File: src/rtl/ascii_pair_serializer.sv
// Serializes a two-character ASCII word into a byte stream, optionally dropping a leading '0'/' '.
// Define ASCII_PAIR_SERIALIZER_NEWLINE_EN to append 8'h0A after every pair.
module ascii_pair_serializer #(
  parameter bit SKIP_LEAD = 1'b1
) (
  input  logic        clk,
  input  logic        reset,
  input  logic        in_val,
  output logic        in_rdy,
  input  logic [15:0] in_,
  output logic        out_val,
  input  logic        out_rdy,
  output logic [7:0]  out,
  output logic        busy
);

  typedef enum logic [1:0] {
    IDLE    = 2'd0,
    SEND_HI = 2'd1,
`ifdef ASCII_PAIR_SERIALIZER_NEWLINE_EN
    SEND_LO = 2'd2,
    SEND_NL = 2'd3
`else
    SEND_LO = 2'd2
`endif
  } state_t;

  state_t     state;
  state_t     state_nxt;
  logic [7:0] hi;
  logic [7:0] lo;
  logic       accept;
  logic       lead_skip;

  assign in_rdy    = (state == IDLE) && reset;
  assign accept    = in_val && in_rdy;
  assign lead_skip = SKIP_LEAD && ((in_[15:8] == 8'h30) || (in_[15:8] == 8'h20));
  assign busy      = (state != IDLE);

  always_ff @(posedge clk) begin
    if (!reset) begin
      state <= IDLE;
      hi    <= 8'h00;
      lo    <= 8'h00;
    end else begin
      state <= state_nxt;
      if (accept) begin
        hi <= in_[15:8];
        lo <= in_[7:0];
      end
    end
  end

  // Outputs decode from state and registered bytes only, so out/out_val never see in_* or out_rdy.
  always_comb begin
    state_nxt = state;
    out_val   = 1'b0;
    out       = 8'h00;
    case (state)
      IDLE: begin
        if (accept) state_nxt = lead_skip ? SEND_LO : SEND_HI;
      end
      SEND_HI: begin
        out_val = 1'b1;
        out     = hi;
        if (out_rdy) state_nxt = SEND_LO;
      end
      SEND_LO: begin
        out_val = 1'b1;
        out     = lo;
`ifdef ASCII_PAIR_SERIALIZER_NEWLINE_EN
        if (out_rdy) state_nxt = SEND_NL;
`else
        if (out_rdy) state_nxt = IDLE;
`endif
      end
`ifdef ASCII_PAIR_SERIALIZER_NEWLINE_EN
      SEND_NL: begin
        out_val = 1'b1;
        out     = 8'h0A;
        if (out_rdy) state_nxt = IDLE;
      end
`endif
      default: state_nxt = IDLE;
    endcase
  end

endmodule

File: config.mk
export PLATFORM = sky130hd
export DESIGN_NAME = ascii_pair_serializer
export DESIGN_NICKNAME = d
export VERILOG_FILES = /design/src/rtl/ascii_pair_serializer.sv
export SDC_FILE = /design/constraint.sdc
export NUM_CORES = 1
export LEC_CHECK = 0
export BUFFER_PORTS_ARGS = -buffer_cell sky130_fd_sc_hd__buf_2
export CAP_MARGIN = 20
export CORE_AREA = 2 2 47 49
export DETAILED_ROUTE_END_ITERATION = 10
export DIE_AREA = 0 0 49 51
export GPL_ROUTABILITY_DRIVEN = 0
export PLACE_DENSITY = 0.71
export SLEW_MARGIN = 20
export SYNTH_ARGS = -nofsm -noshare
export SYNTH_HDL_FRONTEND = slang
export SYNTH_SLANG_ARGS = --single-unit
export TNS_END_PERCENT = 20
File: constraint.sdc
create_clock -name clk -period 2.8 [get_ports clk]
set_clock_uncertainty 0.15 [all_clocks]
set_input_delay 0.14 -clock clk [delete_from_list [all_inputs] [get_ports clk]]
set_output_delay 0.14 -clock clk [all_outputs]
set_load 0.02 [all_outputs]
Word-level counts from Yosys, hierarchy flattened
Cells that the tools add are included.

storage, ports and cells
  latch bits = 0
  input bits = 20
  logic and storage cells = 24
  ROM bits = 0
  register bits = 18
  memories kept = 0
  RAM bits = 0

operators by class
  $mul = 0
  add/sub/neg operators = 0
  reductions and logical operators = 7
  divide/modulo/power cells = 0
  equal/unequal tests = 7
  multiplexer cells = 7
  shifts and indexed selects = 0
  bitwise operators = 0
  $lt $le $gt $ge = 0

operators with widths
  operator                                                         count
  8-bit by 6-bit == test with 1-bit output, second input constant  2
  8-bit one-hot mux with 2 select lines                            1
  2-bit two-way mux                                                4
  2-bit inequality test, second input constant                     3
  2-bit one-hot mux with 3 select lines                            1
  3-bit AND reduction                                              1
  2-bit by 1-bit == test with 1-bit output, second input constant  1
  2-bit == test, second input constant                             1
  1-bit logical AND                                                2
  2-bit zero test                                                  1
  2-bit nonzero test                                               1
  2-bit OR reduction                                               1
  1-bit logical OR                                                 1
  1-bit two-way mux                                                1

Depth between registers and ports, before layout
  word-level depth = 5
  mapped depth = 7
  depth with buffers taken out = 5

Worst setup path before layout
OpenSTA, ideal clock, no wires.

  kind = reg-to-output
  start = reg state[0]
  end = out out[0]
  stages on the path, launching flop included = 4
  path slack = 1.293 ns
  data arrival time = 1.217 ns
  path buffers = 0
  path through = dfxtp_1 inv_1 ha_1 nor2b_1

on the way
  longest elaborated chain between the ends = 2
  elaborated cells between the ends (all ways) = 3
  classes of those cells = 2 x eq/ne; 1 x mux

RTL lines
  element                                                                           RTL line  source
  start, declared                                                                   28        state_t state;
  start signal, assigned                                                            46        state <= state_nxt;
  2-bit == test / 2-bit by 1-bit == test with 1-bit output (equally long branches)  59        case (state)
  8-bit one-hot mux with 2 select lines *                                           59
  end, declared                                                                     13        output logic [7:0] out,

Every way passes the cells marked *; elsewhere a longest branch is shown, timed or not.

Final worst setup path
  start = reg state[1]
  end = out out[6]

The elaborated chain is that of the path after synthesis.

==> reports/results.ini <==
[pwr]
ir_worst_vdd_v=0.000381
pwr-share-comb_pct=30.3
swShare_pct=31.8
p_per_area_nw_per_um2=558
clockPowerShare_pct=23.8
power_switching_mw=0.214
p_seq_share_pct=45.8
p_leak_nw=0.506
p_int_mw=0.460

[cts]
cts-root-buf=clkbuf_4
clkTransAtPathRegs_ps=100
cts_tree=yes
clk_latency_ps=290
cts_buffers=3
clk_path_buf_depth=2
cts_setup_buffers=0
cts.repair.resized=0
cts_sinks=18
htreeDepth=1
postCtsHoldBufs=16

[timing]
setup_viol=0
setup_ws_ps=959
fin_setup_tns_ps=0
maxSlewHeadroom_pct=76.3
slew_violations=0
fin_crit_sh_pct=65.7
fmax_ghz=0.543
worst_pin_slew_ps=355
hold_viol_final=0
period_needed_ps=1840
rsz0062_at_grt=false

[critical_path]
crit_slowest_cell=ha_1
r2r_cells=5
crit_type=reg -> out
cp-end-kind=primary output
slowest_delay_ps=370
crit_path_max_fanout=10
cp_data_arrival_time_ps=1550
path_cells=inv_1 > ha_1 > a22oi_1 > nor2b_1 > buf_2
start_kind=flip-flop
critPathRequiredTime_ps=2510

[finish]
syn2layout_area_growth_pct=41.2
nets=177
layout-drive-gt1-share_pct=24.8
final_common_cell=nand2_1
final_cell_mix=nand2_1, buf_2, dfxtp_1, o21ai_0, dlygate4sd3_1
n_antenna_cell=0

[floorplan]
die-area_um2=2500
core_area_um2=2060
start_util_pct=41.5
chipWidth_um=49
die_h_um=51
std_cell_rows=17
io_pins=31

[drt]
detail_route.wl_per_cell_um=10.9
antenna_left=0
drc_errors=0
vias_per_cell=4.76
num_vias=862
initialDrtViolationCount=25
first_pass_iters=4
routed_wl_mm=1.98

[synth]
postSynthAreaPerCell_um2=7.78
synth_fa_ha_area_share_pct=4.39
syn_nets=133
synth_top_family_by_area=simple AND/OR/NAND/NOR gates
netlist_instances=110
synth_compound_area_share_pct=21.3
synth_mux_area_share_pct=0
synth-xor-area-share_pct=0
synth_warnings=0
yosysSeqAreaShare_pct=42.1
syn_area_um2=856
synthDistinctLibCells=19
synth-simple-area-share_pct=25.7
synth-seq-cells=18

[grt]
grt_usage_pct=17.2
grt_pass1_vias=831
grt_overflow=0
antenna_found_initial=0
grt_pass1_wl_mm=3.37
grt_max_degree=34

[outcome]
status=completed

[hold_path]
holdPathStages=3
hp-class=in -> reg

[run]
cap_violations=0

[place]
dpl.hpwl_mm=1.33
place_ws_ps=1220
io_buffers=30

area by class of cell:
type | count | area [um2]
multi-input cells | 79 | 440
fillers | 187 | 855
inverters | 5 | 18.8
repair buffers | 47 | 318
well taps | 28 | 35.0
clock buffers | 4 | 36.3
flip-flops and latches | 18 | 360
state kept, by name, summed over array words and instances, names as in the netlist:
register  cells
hi            8
lo            8
state         2
cells by family after synthesis:
logic type	after synthesis
simple gates	47
flops	18
buf+inv	13
fa+ha+maj	3
compound gates	29
worst max-delay path, delay by kind of cell, from the launching register on:
family	cells	cell delay, ps
simple gates	1	150
buf+inv	2	260
flops	1	340
fa+ha+maj	1	370
compound gates	1	150
path summary, 6_finish.rpt:
path / startpoint / endpoint / slack (ps)
hold reg to reg: lo[4]$_SDFFE_PN0P_ / lo[4]$_SDFFE_PN0P_ / 320
hold / removal: out_rdy / state[0]$_SDFFE_PN0P_ / 10
setup reg to reg: state[1]$_SDFFE_PN0P_ / state[1]$_SDFFE_PN0P_ / 1210
setup / recovery: state[1]$_SDFFE_PN0P_ / out[6] / 960
Yosys cell counts:
library cell / count / area (um2)
nand2_1: 33 / 124
dfxtp_1: 18 / 360
o21ai_0: 17 / 85.1
a22oi_1: 8 / 60.1
nor2b_1: 8 / 50.1
buf_2: 5 / 25.0
inv_1: 5 / 18.8
ha_1: 3 / 37.5
clkbuf_1: 2 / 7.51
o221ai_1: 2 / 17.5
and2_1: 1 / 6.26
and3_1: 1 / 6.26
buf_1: 1 / 3.75
nor2_1: 1 / 3.75
nor3_2: 1 / 10.0
o221a_2: 1 / 11.3
o22a_1: 1 / 8.76
or3_1: 1 / 6.26
or4b_4: 1 / 13.8
stage by stage:
stage,cells,hold WS (ps),total power [mW],cell area (um2),util (%)
floorplan,110,98.6,0.447,856,-
global placement,161,182,0.495,1010,49.1
detailed placement,161,188,0.503,1010,49.1
CTS,181,2.01,0.680,1210,58.6
global route,181,29.0,0.714,1210,58.6
finish,181,9.54,0.674,1210,58.6
layer usage:
layer,vias up,global-route usage [%],wire [um]
met5,-,0,0
met4,0,7.14,12
met3,2,3.22,111
met2,26,31.3,933
met1,375,19.9,924
li1,459,-,-
power by group through the flow:
stage / logic, mW / clock network [mW] / registers [mW]
after detailed placement: 0.188 / 0 / 0.315
after global placement: 0.182 / 0 / 0.314
after CTS: 0.206 / 0.164 / 0.309
final: 0.205 / 0.161 / 0.309
after floorplan: 0.137 / 0 / 0.309
after global routing: 0.228 / 0.173 / 0.313
Note: power is estimated with default switching activity, not from simulation.
